$ cat src/rtl/fft_cfg_pkg.sv
// Shared definitions for the FFT configuration sequencer: state encoding,
// config-word field offsets and the byte-rounded word width.
package fft_cfg_pkg;

    typedef enum logic [1:0] {
        IDLE = 2'd0,
        SEND = 2'd1,
        GAP  = 2'd2
    } seqState_t;

    localparam int unsigned NFFT_OFF = 0;
    localparam int unsigned DIR_OFF  = 8;

    // Byte-aligned width holding the size byte, direction bits and schedule.
    function automatic int unsigned cfg_width(input int unsigned ch, input int unsigned sw);
        return 8 * ((8 + ch + sw + 7) / 8);
    endfunction

endpackage

$ cat src/rtl/fft_cfg_pack.sv
// Packs frame size, per-channel direction and scaling schedule into one
// byte-aligned FFT config word; unused MSBs are zero.
module fft_cfg_pack
    import fft_cfg_pkg::*;
#(
    parameter int unsigned CHANNELS = 1,
    parameter int unsigned NFFT_W   = 5,
    parameter int unsigned SCALE_W  = 12,
    parameter int unsigned CFG_W    = cfg_width(CHANNELS, SCALE_W)
) (
    input  logic [NFFT_W-1:0]   frameSize,
    input  logic [CHANNELS-1:0] inverse,
    input  logic [SCALE_W-1:0]  scaleSch,
    output logic [CFG_W-1:0]    cfgWord_c
);

    localparam int unsigned SCH_OFF = DIR_OFF + CHANNELS;

    always_comb begin
        cfgWord_c                       = '0;
        cfgWord_c[NFFT_OFF +: 8]        = 8'(frameSize);
        cfgWord_c[DIR_OFF +: CHANNELS]  = inverse;
        cfgWord_c[SCH_OFF +: SCALE_W]   = scaleSch;
    end

endmodule

$ cat src/rtl/fft_config_sequencer.sv
// Watches frame size, direction and scaling inputs and delivers each change
// to the FFT core's AXI4-Stream config slave, with size checking and a holdoff.
module fft_config_sequencer
    import fft_cfg_pkg::*;
#(
    parameter  int unsigned CHANNELS = 1,
    parameter  int unsigned NFFT_W   = 5,
    parameter  int unsigned MIN_NFFT = 3,
    parameter  int unsigned MAX_NFFT = 11,
    parameter  int unsigned SCALE_W  = 12,
    parameter  int unsigned HOLDOFF  = 4,
    localparam int unsigned CFG_W    = cfg_width(CHANNELS, SCALE_W)
) (
    input  logic                CLK,
    input  logic                RST,
    input  logic [NFFT_W-1:0]   frameSize,
    input  logic [CHANNELS-1:0] inverse,
    input  logic [SCALE_W-1:0]  scaleSch,
    input  logic                cfgReq,
    output logic [CFG_W-1:0]    tData,
    output logic                tValid,
    input  logic                tReady,
    output logic                cfgDone,
    output logic                badSize,
    output logic                busy
);

    localparam int unsigned FLD_W = NFFT_W + CHANNELS + SCALE_W;

    seqState_t        state;
    logic [FLD_W-1:0] shadow;
    logic             pend;
    logic [7:0]       gapCnt;
    logic [FLD_W-1:0] fields;
    logic [CFG_W-1:0] packedWord;
    logic             sizeOk;
    logic             pendSet;

    fft_cfg_pack #(
        .CHANNELS (CHANNELS),
        .NFFT_W   (NFFT_W),
        .SCALE_W  (SCALE_W),
        .CFG_W    (CFG_W)
    ) u_pack (
        .frameSize (frameSize),
        .inverse   (inverse),
        .scaleSch  (scaleSch),
        .cfgWord_c (packedWord)
    );

    assign fields  = {frameSize, inverse, scaleSch};
    assign sizeOk  = (frameSize >= NFFT_W'(MIN_NFFT)) && (frameSize <= NFFT_W'(MAX_NFFT));
    assign pendSet = pend || (fields != shadow) || cfgReq;

    // Launch also requires the live size to be legal so an illegal size
    // present at reset release never slips out before badSize registers.
    always_ff @(posedge CLK or posedge RST) begin
        if (RST) begin
            state   <= IDLE;
            shadow  <= '0;
            pend    <= 1'b1;
            gapCnt  <= '0;
            tData   <= '0;
            tValid  <= 1'b0;
            cfgDone <= 1'b0;
            badSize <= 1'b0;
            busy    <= 1'b0;
        end else begin
            cfgDone <= 1'b0;
            badSize <= !sizeOk;
            case (state)
                IDLE: begin
                    if (pend && !badSize && sizeOk) begin
                        tData  <= packedWord;
                        tValid <= 1'b1;
                        shadow <= fields;
                        pend   <= cfgReq;
                        state  <= SEND;
                        busy   <= 1'b1;
                    end else begin
                        pend <= pendSet;
                        busy <= pendSet;
                    end
                end
                SEND: begin
                    pend <= pendSet;
                    if (tReady) begin
                        tValid  <= 1'b0;
                        cfgDone <= 1'b1;
                        gapCnt  <= 8'(HOLDOFF);
                        if (HOLDOFF == 0) begin
                            state <= IDLE;
                            busy  <= pendSet;
                        end else begin
                            state <= GAP;
                            busy  <= 1'b1;
                        end
                    end else begin
                        busy <= 1'b1;
                    end
                end
                GAP: begin
                    pend <= pendSet;
                    if (gapCnt <= 8'd1) begin
                        state <= IDLE;
                        busy  <= pendSet;
                    end else begin
                        gapCnt <= gapCnt - 8'd1;
                        busy   <= 1'b1;
                    end
                end
                default: begin
                    state <= IDLE;
                    busy  <= pendSet;
                end
            endcase
        end
    end

endmodule

$ cat config.mk
export PLATFORM = sky130hd
export DESIGN_NAME = fft_config_sequencer
export DESIGN_NICKNAME = d
export VERILOG_FILES = /design/src/rtl/fft_cfg_pkg.sv /design/src/rtl/fft_cfg_pack.sv /design/src/rtl/fft_config_sequencer.sv
export SDC_FILE = /design/constraint.sdc
export NUM_CORES = 1
export LEC_CHECK = 0
export ABC_AREA = 1
export ABC_CLOCK_PERIOD_IN_PS = 2150
export CORE_UTILIZATION = 30
export DETAILED_ROUTE_END_ITERATION = 7
export PLACE_DENSITY_LB_ADDON = 0.08
export RECOVER_POWER = 50
export SYNTH_ARGS = -nofsm -noshare
export SYNTH_HDL_FRONTEND = slang
export SYNTH_HIERARCHICAL = 1
export SYNTH_SLANG_ARGS = --single-unit
$ cat constraint.sdc
create_clock -name CLK -period 2.15 [get_ports CLK]
set_clock_uncertainty 0.15 [all_clocks]
set_input_delay 0.3225 -clock CLK [delete_from_list [all_inputs] [get_ports CLK]]
set_output_delay 0.3225 -clock CLK [all_outputs]
set_load 0.05 [all_outputs]
=== Yosys cells after proc, flatten, opt, wreduce, memory -nomap -nowiden ===
Index checks and enable logic that the tools add are counted.

* Word-level logic and storage cells: 53
* Flip-flop bits (word level): 51
* Output and inout port bits: 28

* $lt $le $gt $ge: 3
* Equal/unequal tests: 7
* Reduce and logical (&&, ||, !) cells: 16
* Mux-type cells: 17
* Add/sub/neg operators: 1

{| class="wikitable"
|+ Operators with widths
! cell !! count
|-
| $ne 18x18->1 || 1
|-
| $mux 8 || 2
|-
| $pmux 8 s2 || 1
|-
| $reduce_and 3->1 || 3
|-
| $le 8x1->1 const B || 1
|-
| $ne 2x2->1 const B || 4
|-
| $sub 8x1->8 const B || 1
|-
| $mux 1 || 7
|-
| $mux 2 || 3
|-
| $pmux 2 s3 || 1
|-
| $reduce_bool 2->1 || 3
|-
| $ge 5x2->1 const B || 1
|-
| $le 5x4->1 const B || 1
|-
| $pmux 1 s2 || 2
|-
| $logic_and 1x1->1 || 3
|-
| $pmux 1 s3 || 1
|-
| $eq 2x1->1 const B || 1
|-
| $eq 2x2->1 const B || 1
|-
| $logic_not 1->1 || 2
|-
| $logic_not 2->1 || 1
|-
| $logic_or 1x1->1 || 2
|-
| $reduce_and 2->1 || 1
|-
| $reduce_or 2->1 || 1
|}

=== Logic depth before layout (Yosys ltp) ===
* Depth after elaboration: 5
* Mapped depth: 9
* Depth with buffers taken out: 9

=== Hierarchy ===
The synthesis kept the hierarchy.

{| class="wikitable"
|+ By module, submodules not included
! module !! area an instance (µm²) !! times used !! sequential area each (µm²) !! cells each
|-
| fft_config_sequencer || 2871.5 || 1 || 1427.6 || 382
|-
| fft_cfg_pack || 183.9 || 1 || 0.0 || 25
|}

=== Worst setup path before layout ===
No wires, ideal clock.

* Kind: register -> register
* Start: register badSize
* End: register tData[10]
* Arrival time: 1.357 ns
* Required time: 1.881 ns
* Setup time: 0.119 ns
* Buffers on the path: 2
* Setup slack: 0.524 ns
* Cell stages (with the launch flop): 9
* Path through: dfrtp_1 > nor2_1 > nand3_2 > nor2_4 > inv_2 > buf_6 > buf_6 > nand2_1 > nand2_1

* Cells in the longest elaborated chain, start to end: 4

{| class="wikitable"
|+ RTL lines
! what !! line !! source
|-
| start: declaration || fft_config_sequencer.sv:24 || <nowiki>output logic badSize,</nowiki>
|-
| start signal: assignment || fft_config_sequencer.sv:70 || <nowiki>badSize <= !sizeOk;</nowiki>
|-
| $logic_not 1->1 || fft_config_sequencer.sv:73 || <nowiki>if (pend && !badSize && sizeOk) begin</nowiki>
|-
| $logic_and 1x1->1 (2 in series) || fft_config_sequencer.sv:73 ||
|-
| $reduce_and 2->1 (no source line) || n/a ||
|-
| end signal: assignment || fft_config_sequencer.sv:74 || <nowiki>tData <= packedWord;</nowiki>
|-
| end: declaration || fft_config_sequencer.sv:20 || <nowiki>output logic [CFG_W-1:0] tData,</nowiki>
|}

Every way passes these cells.
A chain may end at the register's enable or synchronous reset.

=== Final worst setup path ===
* Start: register tData[15]
* End: output tData[15]

No word-level cell between the ends.

==> impl_metrics.py <==
metrics = {
    "worst_setup_path": {
        "critical_path_peak_fanout": 2,
        "crit_path_start_kind": "flop",
        "slowest_delay_ns": 0.81,
        "cp.required_ns": 1.68,
        "cp_num_buf_inv": 1,
        "worstPathArrival_ns": 1.50,
        "cp_cell_sequence": "clkdlybuf4s50_1",
        "reg2reg_slack_ns": 0.30,
        "crit_path_end_kind": "output port",
        "criticalPathCategory": "reg -> out",
        "cp_top_family": "buffers and inverters",
        "critPathSlowestCell": "clkdlybuf4s50_1",
    },
    "route": {
        "vias": 2383,
        "firstDrtPassIters": 4,
        "wirelength_microns": 6270,
        "routed_via_density": 4.08,
        "wire_per_inst_microns": 10.7,
        "drt-initial-drc-count": 85,
        "drc": 0,
        "ant_nets": 0,
    },
    "clock_network": {
        "cts_root_buf": "clkbuf_8",
        "clkTransAtPathRegs_ns": 0.06,
        "clockBufferDepth": 2,
        "cts_max_level": 3,
        "cts-hold-fix-buffers": 0,
        "cts_resized": 0,
        "clock_latency_ns": 0.33,
        "numCtsBuffers": 9,
        "clock_sinks": 57,
        "cts_setup_buffers": 0,
        "cts_tree": "done",
    },
    "synthesis": {
        "synth_top_area_share_pct": 45.9,
        "synthTopCellsByCount": "nand2_1 (175), dfrtp_1 (56), inv_1 (52), nor2_1 (26), o21ai_0 (26)",
        "synth-seq-cells": 57,
        "ys_top_cells_by_area": "dfrtp_1 (46%), nand2_1 (21%), inv_1 (6.4%)",
        "synth_area_sq_um": 3060,
        "synth_edf_count": 0,
        "avgSynthCellArea_sq_um": 7.51,
        "yosys.area.top_type": "dfrtp_1",
        "yosysSeqAreaShare_pct": 46.7,
        "synth_flop_cell": "dfrtp_1",
        "yosysUniqueCellTypes": 25,
        "yosysMostFrequentCell": "nand2_1",
        "yosysWarnings": 6,
        "async_flop_share_pct": 100,
        "synthCells": 407,
    },
    "floorplan": {
        "die_x_microns": 103,
        "die_y_microns": 103,
        "ioPinCount": 50,
        "die_area_sq_um": 10600,
        "core_sq_um": 9820,
        "rows": 36,
        "start_util_pct": 31.1,
    },
    "global_route": {
        "grt_overflow": 0,
        "antenna_found_initial": 0,
        "grt_pass1_wl_microns": 10900,
        "gr-usage-all-layers_pct": 13.4,
        "grt_max_degree": 58,
        "grt_pass1_vias": 2355,
    },
    "placement": {
        "place_hpwl_microns": 4320,
        "port_buffers": 49,
        "place_inst": 568,
        "gp_congestion": 0.762,
    },
    "cells_and_area": {
        "multi_input_area_sq_um": 1170,
        "syn_to_final_growth_pct": 20.9,
        "layout.nets": 474,
        "drive_gt1_share_pct": 6.87,
        "stdcell_count": 584,
        "seq_area_sq_um": 1430,
        "n_fill_cell": 1084,
        "antenna_cells": 0,
    },
    "sta": {
        "hold_viol_final": 0,
        "slew_viol_final": 0,
        "fmax_mhz": 508,
        "worst_pin_slew_ns": 1.32,
        "setup_tns_ns": 0,
        "fin_crit_sh_pct": 91.5,
        "period_needed_ns": 1.97,
        "setup_viol": 0,
        "slew_headroom_pct": 12.1,
        "rsz0062_at_grt": "no",
    },
    "power_and_ir_drop": {
        "power_w": 0.00561,
        "leakage_nw": 1.92,
        "power_density_nw_per_um2": 1520,
        "ir_drop_mv": 0.633,
    },
    "run": {
        "maxCapViolCount": 0,
    },
    "worst_hold_path": {
        "min_path_type": "reg -> reg",
    },
    "status": {
        "status": "complete, no violations",
    },
}
-- cells by family after synthesis --
| group | share of synthesized area [%] |
|---|---|
| AOI/OAI and AO/OA | 5.77 |
| xor gates and xnor gates | 0.860 |
| adders and majority gates | 2.46 |
| buffers and inverters | 15.5 |
| DFF | 46.7 |
| other | 0.123 |
| and+or+nand+nor | 28.5 |
-- placed cells by master (no fill, tap or decap), drive strengths merged --
cell type,synthesis,routed
conb,1,6
clkinv,0,4
o21ai,27,27
clkbuf,1,14
a21oi,3,3
nand3,14,14
nand2,175,175
dfrtp,56,56
inv,55,54
o211ai,1,1
clkdlybuf4s50,0,48
xor2,3,3
buf,32,6
nor2,27,27
dfstp,1,1
or2,1,1
dlygate4sd3,0,1
o31ai,2,2
ha,6,6
nor3,2,2
-- metrics by stage --
step	instance area, sq um	setup WS (ns)	hold WS (ns)	util (%)
floorplan	3070	0.280	0.276	-
global placement	3540	0.0429	0.309	36.1
detailed placement	3540	0.0128	0.311	36.1
CTS	3710	0.149	0.219	37.8
global route	3690	0.0654	0.340	37.6
finish	3690	0.182	0.321	37.6
-- layout make-up --
cell class,count,share of cell area [%]
inverters,55,5.59
clock buffers,13,4.30
well taps,133,4.51
flip-flops and latches,57,38.7
multi-input cells,267,31.6
clock inverters,3,0.407
repair buffers,56,14.9
-- final timing paths --
check | startpoint | cells after the start | endpoint
max reg2reg | state[0]$_DFFE_PP0P_ | 8 | busy$_DFF_PP0_
min reg2reg | pend$_DFFE_PP1N_ | 2 | pend$_DFFE_PP1N_
min in group asynchronous | RST | 3 | tData[2]$_DFFE_PP0P_
min | pend$_DFFE_PP1N_ | 2 | pend$_DFFE_PP1N_
max | tData[15]$_DFFE_PP0P_ | 1 | tData[15]
max in group asynchronous | RST | 3 | shadow[1]$_DFFE_PP0P_
-- state kept, by name, indices dropped and copies added (netlist names) --
name,count
busy,1
shadow,18
gapCnt,8
cfgDone,1
tData,24
state,2
badSize,1
tValid,1
pend,1
-- where the power goes --
group          total [W]  switching, W  internal (W)
logic            0.00283       0.00187      0.000958
registers        0.00188      0.000292       0.00158
clock network   0.000902      0.000426      0.000476
-- metal layers --
layer	vias to the layer above	track usage, %	wire (microns)	share of wire (%)
li1	1273	-	-	-
met1	1061	17.8	3010	48
met2	42	20.8	2890	46
met3	7	3.86	259	4.1
met4	0	4.88	110	1.8
met5	-	0	0	0
(Power assumes the default switching activity.)
